$ cat config.mk
export PLATFORM = sky130hd
export DESIGN_NAME = uart_cmd_parser
export DESIGN_NICKNAME = d
export VERILOG_FILES = /design/src/rtl/uart_cmd_parser.sv
export SDC_FILE = /design/constraint.sdc
export NUM_CORES = 1
export LEC_CHECK = 0
export BUFFER_PORTS_ARGS = -buffer_cell sky130_fd_sc_hd__buf_2
export CORE_MARGIN = 3
export CORE_UTILIZATION = 57
export CTS_CLUSTER_DIAMETER = 40
export CTS_CLUSTER_SIZE = 40
export DETAILED_ROUTE_END_ITERATION = 8
export PLACE_DENSITY = 0.8
export SYNTH_ARGS = -nofsm -noshare
export SYNTH_HDL_FRONTEND = slang
export SYNTH_SLANG_ARGS = --single-unit
$ cat constraint.sdc
create_clock -name clk -period 2.44 [get_ports clk]
set_input_delay 0.122 -clock clk [delete_from_list [all_inputs] [get_ports clk]]
set_output_delay 0.122 -clock clk [all_outputs]
set_load 0.005 [all_outputs]
$ cat src/rtl/uart_cmd_parser.sv
// UART host command decoder: assembles 8-byte SYNC/CMD/ADDR/D0-D3/CSUM frames, issues
// register writes/reads and returns ACK/NAK/read-data bytes. Optional inter-byte timeout: UART_CMD_TIMEOUT_EN.
module uart_cmd_parser #(
  parameter int unsigned CLK_FREQ   = 50_000_000,
  parameter int unsigned TIMEOUT_US = 2000,
  parameter logic [7:0]  SYNC_BYTE  = 8'hA5
) (
  input  logic        clk,
  input  logic        rst,
  input  logic [7:0]  rx_data,
  input  logic        rx_valid,
  output logic [7:0]  reg_addr,
  output logic [31:0] reg_wdata,
  output logic        reg_wr,
  output logic        reg_rd,
  input  logic        reg_ack,
  input  logic [31:0] reg_rdata,
  output logic [7:0]  tx_data,
  output logic        tx_valid,
  input  logic        tx_ready,
  output logic        busy,
  output logic [7:0]  err_count
);

  localparam int unsigned TIMEOUT_CYCLES = CLK_FREQ / 1_000_000 * TIMEOUT_US;

  typedef enum logic [2:0] {
    ST_SYNC, ST_CMD, ST_ADDR, ST_DATA, ST_CSUM, ST_WR, ST_RD, ST_RESP
  } state_t;

  state_t      state_q, state_d;
  logic [7:0]  cmd_q, cmd_d;
  logic [7:0]  addr_q, addr_d;
  logic [31:0] data_q, data_d;
  logic [7:0]  csum_q, csum_d;
  logic [1:0]  cnt_q, cnt_d;
  logic [7:0]  reg_addr_q, reg_addr_d;
  logic [31:0] reg_wdata_q, reg_wdata_d;
  logic [39:0] resp_q, resp_d;
  logic [2:0]  resp_len_q, resp_len_d;
  logic [7:0]  err_q, err_d;
  logic [7:0]  err_inc;
  logic        in_frame;
  logic        tmo_fire;

  assign in_frame = (state_q == ST_CMD) || (state_q == ST_ADDR) ||
                    (state_q == ST_DATA) || (state_q == ST_CSUM);
  assign err_inc  = (err_q == 8'hFF) ? err_q : err_q + 8'd1;

`ifdef UART_CMD_TIMEOUT_EN
  // Counts idle cycles between bytes of a partially received frame.
  logic [31:0] tmo_q, tmo_d;

  always_comb begin
    tmo_d = 32'd0;
    if (in_frame && !rx_valid) tmo_d = tmo_q + 32'd1;
  end

  assign tmo_fire = in_frame && !rx_valid && (tmo_q >= TIMEOUT_CYCLES - 1);

  always_ff @(posedge clk) begin
    if (rst) tmo_q <= 32'd0;
    else     tmo_q <= tmo_d;
  end
`else
  assign tmo_fire = (TIMEOUT_CYCLES == 0) && 1'b0;
`endif

  always_ff @(posedge clk) begin
    if (rst) begin
      state_q     <= ST_SYNC;
      cmd_q       <= 8'd0;
      addr_q      <= 8'd0;
      data_q      <= 32'd0;
      csum_q      <= 8'd0;
      cnt_q       <= 2'd0;
      reg_addr_q  <= 8'd0;
      reg_wdata_q <= 32'd0;
      resp_q      <= 40'd0;
      resp_len_q  <= 3'd0;
      err_q       <= 8'd0;
    end else begin
      state_q     <= state_d;
      cmd_q       <= cmd_d;
      addr_q      <= addr_d;
      data_q      <= data_d;
      csum_q      <= csum_d;
      cnt_q       <= cnt_d;
      reg_addr_q  <= reg_addr_d;
      reg_wdata_q <= reg_wdata_d;
      resp_q      <= resp_d;
      resp_len_q  <= resp_len_d;
      err_q       <= err_d;
    end
  end

  always_comb begin
    state_d     = state_q;
    cmd_d       = cmd_q;
    addr_d      = addr_q;
    data_d      = data_q;
    csum_d      = csum_q;
    cnt_d       = cnt_q;
    reg_addr_d  = reg_addr_q;
    reg_wdata_d = reg_wdata_q;
    resp_d      = resp_q;
    resp_len_d  = resp_len_q;
    err_d       = err_q;
    case (state_q)
      ST_SYNC: if (rx_valid && rx_data == SYNC_BYTE) begin
        state_d = ST_CMD;
        csum_d  = 8'd0;
        cnt_d   = 2'd0;
      end
      ST_CMD: if (rx_valid) begin
        cmd_d   = rx_data;
        csum_d  = csum_q ^ rx_data;
        state_d = ST_ADDR;
      end
      ST_ADDR: if (rx_valid) begin
        addr_d  = rx_data;
        csum_d  = csum_q ^ rx_data;
        state_d = ST_DATA;
      end
      // Data arrives LSB first, so shift new bytes in from the top.
      ST_DATA: if (rx_valid) begin
        data_d = {rx_data, data_q[31:8]};
        csum_d = csum_q ^ rx_data;
        cnt_d  = cnt_q + 2'd1;
        if (cnt_q == 2'd3) state_d = ST_CSUM;
      end
      ST_CSUM: if (rx_valid) begin
        reg_addr_d  = addr_q;
        reg_wdata_d = data_q;
        if (rx_data == csum_q && cmd_q == 8'h01)      state_d = ST_WR;
        else if (rx_data == csum_q && cmd_q == 8'h02) state_d = ST_RD;
        else begin
          err_d      = err_inc;
          resp_d     = 40'h15;
          resp_len_d = 3'd1;
          state_d    = ST_RESP;
        end
      end
      ST_WR: if (reg_ack) begin
        resp_d     = 40'h06;
        resp_len_d = 3'd1;
        state_d    = ST_RESP;
      end
      ST_RD: if (reg_ack) begin
        resp_d     = {reg_rdata, 8'h06};
        resp_len_d = 3'd5;
        state_d    = ST_RESP;
      end
      ST_RESP: if (tx_ready) begin
        resp_d     = {8'd0, resp_q[39:8]};
        resp_len_d = resp_len_q - 3'd1;
        if (resp_len_q == 3'd1) state_d = ST_SYNC;
      end
      default: state_d = ST_SYNC;
    endcase
    if (tmo_fire) begin
      state_d = ST_SYNC;
      err_d   = err_inc;
    end
  end

  always_comb begin
    reg_wr    = (state_q == ST_WR);
    reg_rd    = (state_q == ST_RD);
    tx_valid  = (state_q == ST_RESP);
    tx_data   = (state_q == ST_RESP) ? resp_q[7:0] : 8'd0;
    busy      = (state_q != ST_SYNC);
    reg_addr  = reg_addr_q;
    reg_wdata = reg_wdata_q;
    err_count = err_q;
  end

endmodule

After elaboration in Yosys (flattened, before gate mapping) --
Cells that the tools add are included.
Storage, ports and cells: register bits after elaboration 152
Operators by class: add/subtract/negate cells 3, equal/unequal tests 28, multiplexer cells 33, bitwise gates (word level) 4, reduce and logical (&&, ||, !) cells 19
Operators with widths (count):
- $mux 40 | 6
- $pmux 40 s4 | 1
- $mux 3 | 15
- $mux 8 | 3
- $pmux 3 s7 | 1
- $eq 8x8->1 const B | 2
- $pmux 8 s2 | 1
- $ne 2x1->1 const B | 7
- $ne 2x2->1 const B | 7
- $eq 3x3->1 const B | 4
- $pmux 3 s4 | 1
- $reduce_and 9->1 | 1
- $add 8x1->8 const B | 1
- $eq 8x1->1 const B | 1
- $eq 8x2->1 const B | 1
- $eq 8x8->1 | 1
- $reduce_and 2->1 | 4
- $xor 8x8->8 | 1
- $reduce_and 7->1 | 1
- $eq 3x1->1 const B | 2
- $eq 3x2->1 const B | 2
- $mux 2 | 3
- $reduce_and 3->1 | 2
- $reduce_and 5->1 | 1
- other kinds (13) | 18

Depth between registers and ports, before layout --
depth in word-level cells 6, mapped depth 9, gate-level depth less buffers 7

Least setup slack after synthesis --
OpenSTA, ideal clock, no wires.
path type register to register, start point register state_q[1], end point register resp_q[26], setup time 0.101 ns, arrival time 1.672 ns, data required time 2.339 ns, path slack 0.667 ns, cell stages (with the launch flop) 10, clock period less this slack 1.773 ns, cells stage by stage dfxtp_1 -> or3b_1 -> buf_2 -> nor2_4 -> and4_4 -> buf_6 -> buf_6 -> buf_6 -> o211ai_2 -> o41ai_1
Between the ends: longest elaborated chain between the ends 3, elaborated cells between the ends (all ways) 13, those cells by class eq/ne: 10; mux: 1; reduce/logical: 2
Ends and longest elaborated chain:
- from (decl) | RTL line 31 | state_t state_q, state_d;
- from (signal assigned) | RTL line 83 | state_q <= state_d;
- $eq 3x3->1 | RTL line 109 | case (state_q)
- $ne 2x2->1 (no source line), or another cell as far along
- $reduce_and 7->1 (no source line)
- to (signal assigned) | RTL line 91 | resp_q <= resp_d;
- to (decl) | RTL line 39 | logic [39:0] resp_q, resp_d;
Parallel ways exist; a longest one is shown, timed or not. A chain may end at the register's enable or synchronous reset.

Worst setup path in the final report --
start point register state_q[0], end point output tx_data[2]
Between the ends: longest elaborated chain between the ends 2
Ends and longest elaborated chain:
- $eq 3x3->1 | RTL line 171 | tx_data = (state_q == ST_RESP) ? resp_q[7:0] : 8'd0;
- $mux 8 | RTL line 171
- to (decl) | RTL line 18 | output logic [7:0] tx_data,
Every way passes these cells.

==> impl_metrics.py <==
metrics = {
    "timing": {
        "worst_slew_pin_slew_ns": 0.712,
        "max-slew-margin-rel_pct": 52.2,
        "rsz0062_at_grt": "no",
        "fin_skew_ns": 0.00691,
        "post-route-period-util_pct": 89.8,
        "final_hold_viol_count": 0,
        "finalMaxSlewViolations": 0,
        "fmaxAchievable_mhz": 456,
        "finalCriticalPeriod_ns": 2.19,
        "finalSetupViolations": 0,
        "setup-tns-final_ns": 0,
    },
    "hold_path": {
        "min-delay-path-class": "input port to flip-flop",
    },
    "power": {
        "leakage_nw": 2.90,
        "power.density_nw_per_um2": 657,
        "power_w": 0.00524,
        "ir_drop_mv": 0.524,
    },
    "die": {
        "die_area_um2": 13100,
        "io_pins": 105,
        "die_w_um": 115,
        "start_util_pct": 58.6,
        "die_y_um": 115,
        "core_um2": 11500,
        "num_rows": 39,
    },
    "logic_synthesis": {
        "syn_nets": 825,
        "synth_edf_count": 0,
        "synthTopCellsByArea": "dfxtp_1 45%, nand2_1 10%, mux2i_1 7.9%",
        "netlist.area_leader.share_pct": 45.2,
        "yosysSeqAreaShare_pct": 45.2,
        "synthCells": 776,
        "synth_warnings": 0,
        "synth_seq_cells": 152,
        "synth-simple-area-share_pct": 20.3,
        "synth_top_family_by_area": "simple AND/OR/NAND/NOR gates",
        "synthMuxAreaShare_pct": 8.22,
        "yosys.area.top_type": "dfxtp_1",
        "synth-async-reset-ratio_pct": 0,
        "synth_adder_area_share_pct": 0.744,
        "synth-compound-area-share_pct": 19.1,
        "synth.distinct_cells": 63,
        "synth_xor_area_share_pct": 1.43,
        "synth_area_um2": 6730,
        "ys.flop_type": "dfxtp_1",
        "syn_avg_cell_area_um2": 8.67,
    },
    "placed_design": {
        "io_buffers": 104,
        "dp.cells": 978,
        "hpwl_um": 10500,
        "gp_congestion": 0.859,
    },
    "global_routing": {
        "grt.total_usage_pct": 24.4,
        "grt_start_max_net_pins": 66,
        "antenna_found_initial": 0,
        "grt_overflow_total": 0,
        "grt_pass1_vias": 5591,
        "grt_pass1_wl_um": 26000,
    },
    "worst_setup_path": {
        "cp-end-kind": "output pin",
        "cp-start-kind": "flip-flop",
        "crit_type": "flip-flop to output pin",
        "worstPathMaxFanout": 35,
        "arrival_ns": 2.07,
        "required_ns": 2.32,
    },
    "final_layout": {
        "finalNetCount": 911,
        "final_common_cell": "nand2_1",
        "utilization_pct": 69.6,
        "nFillCells": 885,
        "stdcell_count": 1018,
        "syn2layout_area_growth_pct": 18.6,
        "layout_common_cells": "181 x nand2_1, 151 x dfxtp_1, 103 x buf_2, 90 x a21oi_1, 53 x mux2i_1",
        "antenna_cells": 0,
        "drive_gt1_share_pct": 21.7,
    },
    "clock_network": {
        "cts_tree": "done",
        "clkLatencyLatePin_ns": 0.42,
        "cts.path.max_buffers": 2,
        "cts_inserted_buffers": 17,
        "cts_root_buffer": "clkbuf_16",
        "clock_sinks": 152,
        "path_clk_slew_ns": 0.06,
        "h-tree-depth": 4,
    },
    "route": {
        "first_pass_iters": 5,
        "vias": 5827,
        "drt.antenna.violating_nets": 0,
        "drc": 0,
        "drt_wl_total_um": 15600,
        "initialDrtViolationCount": 457,
        "post_drt_via_cell_ratio": 5.72,
        "wl_per_cell_um": 15.3,
    },
    "status": {
        "outcome": "finished clean",
    },
    "run": {
        "cap_viol_max_count": 0,
    },
}
[per-layer routing]
metal	track usage, %	part of all wire [%]
met1	30.9	45
met2	39.9	49
met3	6.29	4.3
met4	9.03	1.7
met5	0	0
[final timing paths]
path              start          to  slack (ns)  depth (start not counted)
max          state_q[0]  tx_data[2]        0.25                          5
min          rx_data[3]  data_q[27]        0.02                          3
max reg2reg  state_q[0]  resp_q[12]        0.32                          6
min reg2reg   resp_q[1]   resp_q[1]        0.45                          2
[cell families after synthesis]
logic type | count (synthesis)
buffers and inverters | 72
AOI/OAI and AO/OA | 185
muxes | 55
DFF | 152
adders and majority gates | 4
and+or+nand+nor | 297
xor gates and xnor gates | 11
[registers in the layout (all words and copies together), names as in the netlist]
| name | flops |
|---|---|
| addr_q | 8 |
| data_q | 32 |
| cmd_q | 8 |
| resp_q | 40 |
| err_count | 8 |
| resp_len_q | 3 |
| reg_wdata | 32 |
| state_q | 3 |
| reg_addr | 8 |
| cnt_q | 2 |
| csum_q | 8 |
[critical path, stage by stage, from the launching register on]
cell and delay, ns:
dfxtp_2 0.50, buf_6 0.37, nand3_1 0.18, inv_1 0.29
and2_1 0.19, buf_2 0.11
[cells in the mapped netlist, types with 6 or more instances]
cell type / n
nand2_1: 181
dfxtp_1: 152
a21oi_1: 90
mux2i_1: 53
nor2_1: 40
clkbuf_1: 39
buf_2: 17
o41ai_1: 16
o21ai_0: 15
o211ai_1: 14
nand3_1: 11
xnor2_1: 11
nand3b_1: 10
and2_1: 9
o41ai_2: 9
inv_1: 8
nor2b_1: 8
nor4_1: 6
o211ai_2: 6
o21ai_1: 6
[cell type report]
| class | count | area, um^2 | share of cell area, % |
|---|---|---|---|
| Multi-Input combinational cell | 552 | 3350 | 42.0 |
| Clock inverter | 12 | 140 | 1.76 |
| Timing Repair Buffer | 131 | 774 | 9.71 |
| Tap cell | 143 | 179 | 2.24 |
| Inverter | 8 | 30.0 | 0.376 |
| Sequential cell | 152 | 3040 | 38.2 |
| Clock buffer | 20 | 457 | 5.73 |
[repair_timing]
action | 4_1_cts | 5_1_grt
hold buffers | 8 | 0
setup endpoints to repair | 0 | 8
gates resized for setup | 0 | 1
setup buffers | 0 | 0
endpoints found under the hold margin | 8 | 0
[where the power goes]
group	internal, W	switching [W]
clock network	0.00157	0.00103
logic	0.0000573	0.0000965
registers	0.00248	0.000000243
total	0.00411	0.00113
[per-stage QoR]
stage / hold slack [ns] / worst slack (ns) / instance area, um^2
after floorplan: 0.258 / 0.667 / 6730
after global placement: 0.371 / 0.437 / 7300
after detailed placement: 0.376 / 0.351 / 7300
after CTS: 0.00735 / 0.104 / 7970
after global routing: 0.0238 / 0.0735 / 7980
final: 0.0230 / 0.249 / 7980
Power figures use the tool's default switching activity.
